**src/rtl/pushbtn_poller.sv**
```systemverilog
// pushbtn_poller: periodically issues RBS to the PushBtn peripheral, samples
// button_status one cycle later, and turns each sampled press into a one-cycle
// press pulse plus a saturating press count. Executes its own 12-bit
// {opcode, imm} instruction stream; an unknown opcode locks it in Error.
module pushbtn_poller #(
  parameter int unsigned PollWait  = 100,
  parameter int unsigned PollSize  = 7,
  parameter int unsigned CountSize = 8,
  parameter logic [3:0]  PbOpNop   = 4'h0,  // PushBtn_NOP
  parameter logic [3:0]  PbOpRbs   = 4'h1   // PushBtn_RBS
) (
  input  logic                 clock,
  input  logic                 reset,
  input  logic [11:0]          inst,
  input  logic                 inst_en,
  output logic [11:0]          pb_inst,
  output logic                 pb_inst_en,
  input  logic                 pb_status,
  output logic                 press,
  output logic [CountSize-1:0] count,
  output logic                 error
);

  typedef enum logic [1:0] {StWait, StIssue, StSample, StError} state_e;

  localparam logic [3:0] OpNop = 4'h0;
  localparam logic [3:0] OpClr = 4'h1;
  localparam logic [3:0] OpEna = 4'h2;
  localparam logic [3:0] OpDis = 4'h3;

  localparam logic [PollSize-1:0]  PollReload = PollSize'(PollWait - 1);
  localparam logic [CountSize-1:0] CountMax   = '1;

  state_e               state_q, state_d;
  logic [PollSize-1:0]  poll_cnt_q, poll_cnt_d;
  logic                 enabled_q, enabled_d;
  logic                 press_q, press_d;
  logic [CountSize-1:0] count_q, count_d;
  logic [3:0]           pb_op;

  logic [3:0] op;
  logic       inst_clr, inst_ena, inst_dis, inst_bad;

  // The immediate field carries no meaning for any opcode.
  logic unused_imm;
  assign unused_imm = ^inst[7:0];

  // Instruction decode; NOP is any valid opcode with no side effect.
  always_comb begin
    op       = inst[11:8];
    inst_clr = inst_en && (op == OpClr);
    inst_ena = inst_en && (op == OpEna);
    inst_dis = inst_en && (op == OpDis);
    inst_bad = inst_en && (op != OpNop) && (op != OpClr) && (op != OpEna) && (op != OpDis);
  end

  // Poll sequencing, sample handling and instruction execution.
  always_comb begin
    state_d    = state_q;
    poll_cnt_d = poll_cnt_q;
    enabled_d  = enabled_q;
    press_d    = 1'b0;
    count_d    = count_q;
    pb_op      = PbOpNop;
    pb_inst_en = 1'b0;
    error      = 1'b0;

    unique case (state_q)
      StWait: begin
        if (!enabled_q) begin
          poll_cnt_d = PollReload;
        end else if (poll_cnt_q != '0) begin
          poll_cnt_d = poll_cnt_q - 1'b1;
        end else begin
          state_d = StIssue;
        end
      end
      StIssue: begin
        pb_op      = PbOpRbs;
        pb_inst_en = 1'b1;
        state_d    = StSample;
      end
      StSample: begin
        // The in-flight poll always completes, even if DIS arrived meanwhile.
        state_d    = StWait;
        poll_cnt_d = PollReload;
        press_d    = pb_status;
        if (pb_status && (count_q != CountMax)) begin
          count_d = count_q + 1'b1;
        end
      end
      StError: begin
        error = 1'b1;
      end
      default: begin
        state_d = StError;
      end
    endcase

    if (state_q != StError) begin
      if (inst_bad) begin
        // Discard any pending sample.
        state_d = StError;
        press_d = 1'b0;
        count_d = count_q;
      end else begin
        if (inst_clr) count_d = '0;  // CLR beats a simultaneous increment
        if (inst_ena) enabled_d = 1'b1;
        if (inst_dis) enabled_d = 1'b0;
      end
    end
  end

  // State registers with asynchronous active-high reset.
  always_ff @(posedge clock or posedge reset) begin
    if (reset) begin
      state_q    <= StWait;
      poll_cnt_q <= PollReload;
      enabled_q  <= 1'b1;
      press_q    <= 1'b0;
      count_q    <= '0;
    end else begin
      state_q    <= state_d;
      poll_cnt_q <= poll_cnt_d;
      enabled_q  <= enabled_d;
      press_q    <= press_d;
      count_q    <= count_d;
    end
  end

  assign pb_inst = {pb_op, 8'h00};
  assign press   = press_q;
  assign count   = count_q;

endmodule

```
**config.mk**
```make
export PLATFORM = sky130hd
export DESIGN_NAME = pushbtn_poller
export DESIGN_NICKNAME = d
export VERILOG_FILES = /design/src/rtl/pushbtn_poller.sv
export SDC_FILE = /design/constraint.sdc
export NUM_CORES = 1
export LEC_CHECK = 0
export ABC_CLOCK_PERIOD_IN_PS = 3900
export BUFFER_PORTS_ARGS = -buffer_cell sky130_fd_sc_hd__buf_2
export CAP_MARGIN = 25
export CORE_MARGIN = 2
export CORE_UTILIZATION = 35
export CTS_BUF_LIST = sky130_fd_sc_hd__clkbuf_8
export CTS_CLUSTER_DIAMETER = 60
export CTS_CLUSTER_SIZE = 8
export DETAILED_ROUTE_END_ITERATION = 16
export SLEW_MARGIN = 5
export SYNTH_ARGS = -nofsm -noshare
export SYNTH_HDL_FRONTEND = slang
export SYNTH_SLANG_ARGS = --single-unit
```
**constraint.sdc**
```tcl
create_clock -name clock -period 3.9 [get_ports clock]
set_input_delay 0.195 -clock clock [delete_from_list [all_inputs] [get_ports clock]]
set_output_delay 0.195 -clock clock [all_outputs]
set_load 0.02 [all_outputs]
```
Word level (Yosys, flattened, before mapping)

Cells that the tools add are included.
W data, S select, Z words.

Word-level logic and storage cells: 57
Output and inout port bits: 23
Flip-flop bits (word level): 19

Reduce and logical (&&, ||, !) cells: 15
Multiplexer cells: 21
Add/sub/neg operators: 2
Equality and inequality tests: 13
Bitwise gates (word level): 1

Operators by type and width:

| kind                  | count |
|---|---|
| $mux W8               | 5 |
| $mux W7               | 2 |
| $pmux W7 S2           | 1 |
| $add A8 B1 Y8 const B | 1 |
| $eq A4 B2 Y1 const B  | 2 |
| $logic_and A1 B1 Y1   | 8 |
| $mux W1               | 8 |
| $mux W2               | 4 |
| $ne A4 B2 Y1 const B  | 2 |
| $ne A8 B8 Y1 const B  | 1 |
| $reduce_bool A7 Y1    | 1 |
| $sub A7 B1 Y7 const B | 1 |
| $pmux W2 S3           | 1 |
| $eq A2 B2 Y1 const B  | 2 |
| $eq A4 B1 Y1 const B  | 1 |
| $ne A2 B2 Y1 const B  | 2 |
| $ne A4 B1 Y1 const B  | 1 |
| $reduce_bool A2 Y1    | 2 |
| $reduce_bool A4 Y1    | 1 |
| $ne A3 B3 Y1 const B  | 1 |
| $reduce_and A3 Y1     | 1 |
| $eq A2 B1 Y1 const B  | 1 |
| $logic_not A2 Y1      | 1 |
| $reduce_and A2 Y1     | 1 |
| $not A1 Y1            | 1 |

Logic depth before layout (Yosys ltp)

Gate-level depths: netlist of the first run.

Depth after elaboration: 7
Depth in mapped cells: 6

Least setup slack after synthesis of the first run

No wires, ideal clock.

Path type: register to register
From: reg poll_cnt_q[0]
To: reg poll_cnt_q[3]
Stages on the path, launching flop included: 7
Arrival: 1.516 ns
Path buffers: 0
Path slack: 2.261 ns
Setup time: 0.123 ns
Period minus slack after synthesis: 1.639 ns
Required time: 3.777 ns
Path through: dfstp_2 > inv_1 > ha_1 > and4bb_4 > a2111oi_4 > xnor2_1 > nor2_1

Word-level cells in the longest chain between the ends: 4

RTL lines:

| element                | RTL line | text |
|---|---|---|
| start, declared        | 35       | `logic [PollSize-1:0] poll_cnt_q, poll_cnt_d;` |
| start signal, assigned | 118      | `poll_cnt_q <= PollReload;` |
| start signal, assigned | 124      | `poll_cnt_q <= poll_cnt_d;` |
| $sub A7 B1 Y7          | 73       | `poll_cnt_d = poll_cnt_q - 1'b1;` |
| $mux W7                | 72       | `end else if (poll_cnt_q != '0) begin` |
| $mux W7                | 70       | `if (!enabled_q) begin` |
| $pmux W7 S2            | 68       | `unique case (state_q)` |

Parallel ways exist; a longest one is shown, timed or not. The select of a mux whose other input is x is not followed.
A chain may end at the register's enable or synchronous reset.

Worst setup path after layout of the first run

From: reg state_q[0]
To: reg count_q[5] (netlist: count[5])

Word-level cells in the longest chain between the ends: 5

RTL lines:

| element                | RTL line | text |
|---|---|---|
| start, declared        | 34       | `state_e state_q, state_d;` |
| start signal, assigned | 117      | `state_q <= StWait;` |
| start signal, assigned | 123      | `state_q <= state_d;` |
| $eq A2 B2 Y1           | 68       |  |
| $mux W8                | 68       |  |
| $mux W8                | 107      | `if (inst_clr) count_d = '0;` |
| $mux W8                | 101      | `if (inst_bad) begin` |
| $mux W8                | 100      | `if (state_q != StError) begin` |
| end signal, assigned   | 127      | `count_q <= count_d;` |
| end, declared          | 38       | `logic [CountSize-1:0] count_q, count_d;` |

Parallel ways exist; a longest one is shown, timed or not. The select of a mux whose other input is x is not followed.

==> results by group, run 1 <==
Status
  • Status: finished, final reports clean

Logic synthesis
  • Post-synth ARST share: 1.00
  • Top_reg_cell synth: dfrtp_1
  • Yosys warns: 0
  • Post-synth top area share: 0.292
  • Synth Register Bits: 19
  • Synth cell types: 42
  • Gate Count Post-Synth: 118
  • Mean Syn Cell Area: 10.2 um^2
  • Post-synth EDFFs: 0
  • Most instantiated library cell after synthesis: dfrtp_1
  • Synth area leaders: dfrtp_1 29%, dfstp_2 11%, buf_4 7.5%, a2111oi_4 4.6%, xnor2_1 3.6%
  • Seq/Total Area, Yosys: 0.401
  • Most frequent cells after synthesis: 14 x dfrtp_1, 12 x buf_4, 8 x a21oi_1, 8 x nor2_1
  • Synth area leader: dfrtp_1
  • Post-Syn Area: 1200 um^2

Floorplan
  • FP Rows: 21
  • CORE AREA: 3310 um^2
  • Die width: 62.6 um
  • Full die area: 3920 um^2
  • Starting Density: 0.363
  • IO Pins: 39
  • Die height: 62.6 um

Finish
  • Nets: 156
  • Antenna diode count: 0
  • Final Instance Count excl. Fillers: 182
  • Area growth from synthesis to layout: 9.90%
  • Share of cells above drive strength 1: 0.287

Clocking
  • H-tree Lvls: 1
  • # clock sinks: 19
  • CTS tree: built
  • Setup bufs post-CTS: 0
  • CTS Buffer Depth: 2
  • Clock transition at path regs: 0.08 ns
  • Clk Latency, worst-skew pair: 0.26 ns
  • Num CTS Buffers: 3
  • CTS Root Cell: clkbuf_8
  • Post-CTS Hold Buffers: 0
  • Post-cts sizing count: 0

Timing
  • TNS Setup: 0 ns
  • Fmax achieved: 543 MHz
  • Rel. slew slack: 0.511
  • Crit path time final: 1.84 ns
  • Slew of the pin with the lowest slew margin: 0.733 ns
  • Clock Skews: 0.00756 ns
  • RSZ-0062 raised after global routing: no
  • Final Hold Viols: 0
  • # setup viols final: 0
  • Max-slew violations: 0
  • Tcrit/Tclk final: 0.472

Worst hold path
  • HP Class: in -> async

Worst setup path
  • CP Data Arrival Time: 2.03 ns
  • Worst reg-to-reg setup slack: 2.06 ns
  • R2R Path End: count[5]
  • CP Cell Sequence: and3b_1, o211ai_2, or4_1, a21oi_1
  • Reg2Reg Depth: 4
  • Crit-path max cell delay: 0.55 ns
  • Critical Path End Type: flop
  • Critical Path RT: 4.09 ns
  • CP Launch Point: state_q[0]
  • Crit-path slowest cell: dfrtp_1
  • R2r startpoint: state_q[0]
  • Crit-path max FO: 14
  • Critical Path End: count[5]
  • CP startpoint kind: flop
  • WS Path Type: reg -> reg

Detailed routing
  • DR DRC count: 0
  • Routed vias: 849
  • Iteration-0 DRC count of the detailed router: 42
  • Routed Antenna Nets: 0
  • Total Wirelength: 2170 um
  • Vias/cell: 4.66
  • Routed len/inst: 11.9 um
  • DR pass1 iterations: 4

Pwr
  • Cell area power density: 391 nW/um^2
  • Tot Pwr: 516 uW
  • Leakage: 0.000603 uW
  • Max VDD drop: 0.234 mV

Global route
  • Initial antenna violation count: 0
  • GR Overflow Total: 0
  • First-pass GRT wire length: 3770 um
  • Number of global-route vias before repair: 831
  • Largest net degree at the start of global routing: 20
  • GRT Resource Usage Total: 0.119

Placed design
  • DP Cell Count: 178
  • Port Buffers: 19
  • Routability Congestion: 0.769
  • Post-DP HPWL: 1650 um

Flow run
  • Max-cap violations: 0
==> power by group <==
group | leakage [uW] | switching (uW) | total [uW] | internal [uW]
registers | 0.000235 | 32.0 | 255 | 223
logic | 0.000342 | 79.7 | 122 | 42.3
clock network | 0.0000255 | 67.8 | 139 | 71.0
total | 0.000603 | 180 | 516 | 336
==> how the worst min path moves through the flow <==
stage / from / to / slack [ns] / depth (start not counted)
after floorplan: reset / count[0] / 0.14 / 1
after global placement: reset / state_q[0] / 0.35 / 2
after detailed placement: reset / press / 0.36 / 2
after CTS: reset / press / 0.08 / 2
after global routing: reset / press / 0.11 / 2
final: reset / press / 0.05 / 2
==> routing by layer <==
layer,global-route usage,share of wire
met5,0,0
met4,0.0250,0.0065
met3,0.0360,0.041
met2,0.212,0.52
met1,0.142,0.43
==> through the flow <==
| step | hold WS, ns | util | area [um^2] | worst slack [ns] |
|---|---|---|---|---|
| after floorplan | 0.142 | - | 1240 | 2.26 |
| after global placement | 0.353 | 0.385 | 1270 | 2.09 |
| after detailed placement | 0.361 | 0.385 | 1270 | 2.06 |
| after CTS | 0.0781 | 0.399 | 1320 | 2.05 |
| after global routing | 0.112 | 0.399 | 1320 | 1.90 |
| final | 0.0467 | 0.399 | 1320 | 2.06 |
==> final cells by class <==
type                            count  area (um^2)
Clock inverter                      1         5.00
Tap cell                           46         57.6
Clock buffer                        3         41.3
Fill cell                         344         1990
Multi-Input combinational cell     88          617
Timing Repair Buffer               19         95.1
Sequential cell                    19          482
Inverter                            6         22.5
==> critical path, delay by kind of cell (launching register included) <==
kind,cells,cell delay (ns)
AO/OA/AOI/OAI,2,0.37
AND/OR/NAND/NOR,2,0.85
flip-flops,1,0.55
==> logic make-up (layout without fill, tap and decap cells) <==
family / after synthesis / count (layout) / synth area share
AOI/OAI and AO/OA: 26 / 26 / 0.176
xor gates and xnor gates: 6 / 6 / 0.0437
adders and majority gates: 3 / 3 / 0.0313
buffers and inverters: 21 / 29 / 0.117
DFF: 19 / 19 / 0.401
muxes: 1 / 1 / 0.00833
other: 1 / 11 / 0.00312
and+or+nand+nor: 41 / 41 / 0.220
==> placed cells by master, fill, tap and decap left out, drive strengths merged, types with 2 or more instances in the layout <==
| cell | Yosys | layout |
|---|---|---|
| a2111oi | 2 | 2 |
| a211oi | 2 | 2 |
| a21oi | 8 | 8 |
| and2b | 2 | 2 |
| buf | 15 | 19 |
| clkbuf | 0 | 3 |
| conb | 1 | 11 |
| dfrtp | 14 | 14 |
| dfstp | 5 | 5 |
| ha | 3 | 3 |
| inv | 6 | 6 |
| nand2 | 5 | 5 |
| nand2b | 2 | 2 |
| nand3 | 6 | 6 |
| nor2 | 8 | 8 |
| nor4 | 3 | 3 |
| o211ai | 2 | 2 |
| o21ai | 7 | 7 |
| o31ai | 2 | 2 |
| or2 | 2 | 2 |
| or3 | 4 | 4 |
| or4 | 2 | 2 |
| xnor2 | 5 | 5 |
==> sequential cells by signal, summed over array words and instances, names as in the netlist <==
signal and flops:
enabled_q 1, poll_cnt_q 7, state_q 2, count 8
press 1
Power figures use the tool's default switching activity.
==> run 2: changes to the inputs <==
- ABC_CLOCK_PERIOD_IN_PS: 3900 -> 1800
- clock period: 3.9 -> 1.8 ns (I/O delays scaled with it)
==> results by group, run 2 (synthesis gave the netlist of run 1 again) <==
Status
  • Status: finished, final reports clean

Worst setup path
  • CP Data Arrival Time: 1.88 ns (-0.15 ns)
  • Worst reg-to-reg setup slack: 0.11 ns (-1.95 ns)
  • Crit-path slowest cell: dfrtp_1
  • Crit-path max FO: 8 (-6)
  • Critical Path RT: 1.99 ns (-2.10 ns)
  • CP Cell Sequence: ha_1, nand3_1, o211ai_2, buf_4, or3_1, a21oi_1
  • Crit-path max cell delay: 0.42 ns (-0.13 ns)
  • CP startpoint kind: flop
  • WS Path Type: reg -> reg
  • Critical Path End Type: flop

Detailed routing
  • Routed Antenna Nets: 0 (unchanged)
  • Vias/cell: 4.79 (+2.7%)
  • Total Wirelength: 2190 um (+1.0%)
  • Wl on met1: 909 um (-3.4%)
  • DR DRC count: 0 (unchanged)
  • Routed len/inst: 11.6 um (-2.2%)
  • Met3 wire length: 83 um (-6.7%)
  • DR pass1 iterations: 4 (unchanged)
  • DR top layer: met4
  • DR WL met2: 1180 um (+5.4%)
  • Routed vias: 901 (+6.1%)
  • Iteration-0 DRC count of the detailed router: 71 (+69%)

Floorplan
  • Die height: 62.6 um (unchanged)
  • CORE AREA: 3310 um^2 (unchanged)
  • IO Pins: 39 (unchanged)
  • FP Rows: 21 (unchanged)
  • Starting Density: 0.363 (unchanged)
  • Die width: 62.6 um (unchanged)
  • Full die area: 3920 um^2 (unchanged)

Pwr
  • Gate power share: 0.270 (+0.033)
  • Tot Pwr: 1140 uW (+120%)
  • Switching Power: 394 uW (+120%)
  • Sequential share of power: 0.464 (-0.030)
  • Max VDD drop: 0.650 mV (+180%)
  • Int Pwr: 746 uW (+120%)
  • Sw Ratio: 0.346 (-0.00248)
  • Share of total power in the clock network: 0.266 (-0.003)
  • Cell area power density: 833 nW/um^2 (+110%)
  • Leakage: 0.000631 uW (+4.6%)

Placed design
  • Port Buffers: 19 (unchanged)
  • Placed cell area: 1300 um^2 (+2.4%)
  • Post-DP HPWL: 1680 um (+1.9%)
  • Setup WS pre-CTS: 0.0768 ns (-1.99 ns)
  • Routability Congestion: 0.758 (-1.5%)

Global route
  • Largest net degree at the start of global routing: 20 (unchanged)
  • GRT Resource Usage Total: 0.122 (+0.00273)
  • Number of global-route vias before repair: 867 (+4.3%)
  • Initial antenna violation count: 0 (unchanged)
  • GR Overflow Total: 0 (unchanged)
  • First-pass GRT wire length: 3860 um (+2.2%)

Timing
  • Hold WS: 0.0962 ns (+0.0495 ns)
  • Tcrit/Tclk final: 0.939 (+0.467)
  • TNS Setup: 0 ns (unchanged)
  • Max-slew violations: 0 (unchanged)
  • Crit path time final: 1.69 ns (-0.152 ns)
  • RSZ-0062 raised after global routing: no
  • Final Hold Viols: 0 (unchanged)
  • Rel. slew slack: 0.517 (+0.00618)
  • Slew of the pin with the lowest slew margin: 0.724 ns (-0.00926 ns)
  • Fmax achieved: 592 MHz (+9.0%)
  • Worst Slack Setup Final: 0.110 ns (-1.95 ns)
  • Clock Skews: 0.00671 ns (-0.000848 ns)
  • # setup viols final: 0 (unchanged)

Clocking
  • Clk Latency, worst-skew pair: 0.26 ns (about the same)
  • CTS Root Cell: clkbuf_8
  • Clock transition at path regs: 0.08 ns (about the same)
  • H-tree Lvls: 1 (unchanged)
  • CTS tree: built
  • Setup bufs post-CTS: 0 (unchanged)
  • CTS Buffer Depth: 2 (unchanged)
  • # clock sinks: 19 (unchanged)
  • Num CTS Buffers: 3 (unchanged)

Finish
  • Share of cells above drive strength 1: 0.303 (+0.0161)
  • Most common cell after layout, fill and taps aside: buf_2
  • Area growth from synthesis to layout: 14.1%
  • Nets: 162 (+3.8%)
  • Antenna diode count: 0 (unchanged)
  • Commonest non-fill, non-tap cells in the layout: 19 x buf_2, 14 x dfrtp_1, 11 x conb_1, 8 x nor2_1, 8 x a21oi_1
  • Post-route cell area: 1370 um^2 (+3.8%)
  • Number of flip-flops in the largest register: 8 (unchanged)

Worst hold path
  • HP Class: in -> reg

Flow run
  • Max-cap violations: 0 (unchanged)
-- run 2: area by class of cell --
class	count	area, um^2
inverters	6	22.5
clock inverters	1	5.00
fillers	348	1940
multi-input cells	88	617
flip-flops and latches	19	482
repair buffers	25	145
well taps	46	57.6
clock buffers	3	41.3
-- run 2: critical path: cells and delay by family, from the launching register on --
family          cells  cell delay (ns)
compound gates      2             0.28
fa+ha+maj           1             0.27
simple gates        2             0.46
buf+inv             1             0.19
flops               1             0.42
-- run 2: timing repair --
item / in CTS / in global routing
endpoints found under the setup margin: 0 / 2
gates resized for setup: 0 / 0
endpoints found under the hold margin: 15 / 0
hold buffers: 2 / 0
-- run 2: worst paths after layout --
path	start	endpoint	depth (start not counted)
setup reg to reg	count[0]	count[4]	6
min in group asynchronous	reset	count[6]	3
setup / recovery	count[0]	count[4]	6
max in group asynchronous	reset	poll_cnt_q[4]	3
hold / removal	inst[9]	enabled_q	3
hold reg to reg	poll_cnt_q[1]	poll_cnt_q[1]	2
-- run 2: stage by stage --
stage / cells / utilization
CTS: 188 / 0.414
floorplan: 128 / -
detailed placement: 182 / 0.394
finish: 188 / 0.414
global placement: 182 / 0.394
global route: 188 / 0.414
-- run 2: layer usage --
metal  vias to the layer above  global-route usage
li1                        446                   -
met1                       439               0.141
met2                        14               0.223
met3                         2              0.0414
met4                         0              0.0167
met5                         -                   0
-- run 2: power by group through the flow --
| stage | registers, uW | clock network (uW) | logic [uW] |
|---|---|---|---|
| floorplan | 574 | 0 | 188 |
| detailed placement | 536 | 0 | 309 |
| finish | 529 | 303 | 309 |
| global route | 537 | 331 | 347 |
| CTS | 529 | 312 | 314 |
| global placement | 536 | 0 | 300 |
==> run 3: changes to the inputs <==
==> constraint.sdc (replaced) <==
create_clock -name clock -period 1.8 [get_ports clock]
set_input_delay 0 -clock clock [delete_from_list [all_inputs] [get_ports clock]]
set_output_delay 0 -clock clock [all_outputs]
set_load 0.02 [all_outputs]
==> results by group, run 3 (synthesis gave the netlist of run 1 again) <==
Flow run
  • Max-cap violations: 0 (unchanged)

Placed design
  • DP Cell Count: 183 (+0.55%)
  • Post-DP HPWL: 1730 um (+2.8%)
  • Routability Congestion: 0.750 (-1.0%)
  • Port Buffers: 19 (unchanged)

Finish
  • Area growth from synthesis to layout: 15.9%
  • Share of cells above drive strength 1: 0.313 (+0.00968)
  • Antenna diode count: 0 (unchanged)
  • Final Instance Count excl. Fillers: 190 (+1.1%)
  • Commonest non-fill, non-tap cells in the layout: 19 x buf_2, 14 x dfrtp_1, 11 x conb_1, 8 x nor2_1, 8 x a21oi_1
  • Number of flip-flops in the largest register: 8 (unchanged)
  • Most common cell after layout, fill and taps aside: buf_2
  • Nets: 164 (+1.2%)
  • Final design utilization: 0.421 (+0.00680)

Detailed routing
  • Routed vias: 897 (-0.44%)
  • Routed len/inst: 11.8 um (+1.4%)
  • Vias/cell: 4.72 (-1.5%)
  • Iteration-0 DRC count of the detailed router: 41 (-42%)
  • DR pass1 iterations: 4 (unchanged)
  • Total Wirelength: 2240 um (+2.5%)
  • DR DRC count: 0 (unchanged)
  • Routed Antenna Nets: 0 (unchanged)

Clocking
  • # clock sinks: 19 (unchanged)
  • CTS tree: built
  • Num CTS Buffers: 3 (unchanged)
  • CTS Buffer Depth: 2 (unchanged)
  • Clk Latency, worst-skew pair: 0.26 ns (about the same)
  • CTS Root Cell: clkbuf_8
  • H-tree Lvls: 1 (unchanged)
  • Clock transition at path regs: 0.07 ns (about the same)

Global route
  • GR Overflow Total: 0 (unchanged)
  • Largest net degree at the start of global routing: 20 (unchanged)
  • GRT Resource Usage Total: 0.121 (-0.00135)
  • Number of global-route vias before repair: 870 (+0.35%)
  • First-pass GRT wire length: 3770 um (-2.3%)
  • Initial antenna violation count: 0 (unchanged)

Timing
  • Rel. slew slack: 0.512 (-0.00439)
  • Tcrit/Tclk final: 0.943 (+0.00360)
  • Clock Skews: 0.00802 ns (+0.00131 ns)
  • Fmax achieved: 589 MHz (-0.38%)
  • Final Hold Viols: 0 (unchanged)
  • RSZ-0062 raised after global routing: no
  • Crit path time final: 1.70 ns (+0.00647 ns)
  • TNS Setup: 0 ns (unchanged)
  • Max-slew violations: 0 (unchanged)
  • Slew of the pin with the lowest slew margin: 0.731 ns (+0.00657 ns)
  • # setup viols final: 0 (unchanged)

Floorplan
  • Die width: 62.6 um (unchanged)
  • CORE AREA: 3310 um^2 (unchanged)
  • FP Rows: 21 (unchanged)
  • Full die area: 3920 um^2 (unchanged)
  • IO Pins: 39 (unchanged)
  • Die height: 62.6 um (unchanged)
  • Starting Density: 0.363 (unchanged)

Worst hold path
  • HP Class: in -> reg
  • HP Start: inst_en

Worst setup path
  • Critical Path End Type: flop
  • Critical Path RT: 1.98 ns (about the same)
  • R2r startpoint: poll_cnt_q[0]
  • WS Path Type: reg -> reg
  • CP startpoint kind: flop
  • CP Launch Point: poll_cnt_q[0]
  • CP Data Arrival Time: 1.88 ns (about the same)
  • Crit-path max FO: 7 (-1)

Status
  • Status: finished, final reports clean

Pwr
  • Max VDD drop: 0.518 mV (-20%)
  • Leakage: 0.000641 uW (+1.6%)
  • Cell area power density: 829 nW/um^2 (-0.40%)
==> run 3: layout make-up <==
class | instances | area, um^2
Clock buffer | 3 | 41.3
Timing Repair Buffer | 27 | 163
Multi-Input combinational cell | 88 | 622
Tap cell | 46 | 57.6
Inverter | 6 | 22.5
Fill cell | 332 | 1920
Clock inverter | 1 | 5.00
Sequential cell | 19 | 482
==> run 3: report_power, final <==
group | switching [uW] | internal, uW | leakage (uW)
logic | 202 | 124 | 0.000380
clock network | 143 | 154 | 0.0000255
registers | 49.0 | 483 | 0.000235
==> run 3: stage by stage <==
stage	area [um^2]	setup slack (ns)	power, uW	hold slack (ns)
after floorplan	1240	0.161	762	-0.0526
after global placement	1310	0.0960	841	0.157
after detailed placement	1310	0.0896	851	0.163
after CTS	1390	0.0566	1170	0.0461
after global routing	1390	0.00439	1230	0.0813
final	1390	0.103	1150	0.0651
==> run 3: routing by layer <==
layer	global-route usage	vias up	share of wire
li1	-	443	-
met2	0.230	15	0.54
met3	0.0342	2	0.037
met1	0.129	437	0.42
met4	0.0333	0	0.0058
met5	0	-	0
==> run 3: worst max-delay path, stage by stage (launching register included) <==
cell	delay, ns
dfstp_2	0.55
inv_1	0.06
ha_1	0.19
and4bb_4	0.24
a2111oi_4	0.36
xnor2_1	0.15
o21ai_1	0.08
==> run 3: worst paths after layout <==
check / slack [ns] / depth (start not counted) / end
setup / recovery: 0.10 / 6 / poll_cnt_q[5]
hold / removal: 0.07 / 3 / state_q[1]
setup reg to reg: 0.10 / 6 / poll_cnt_q[5]
hold reg to reg: 0.51 / 2 / poll_cnt_q[1]
max in group asynchronous: 0.93 / 3 / state_q[1]
min in group asynchronous: 0.40 / 3 / count[6]
==> run 3: timing repair <==
item	CTS	global route
resized for setup	0	1
endpoints found under the setup margin	0	2
setup buffers	0	0
hold endpoints to repair	15	0
hold buffers	3	0
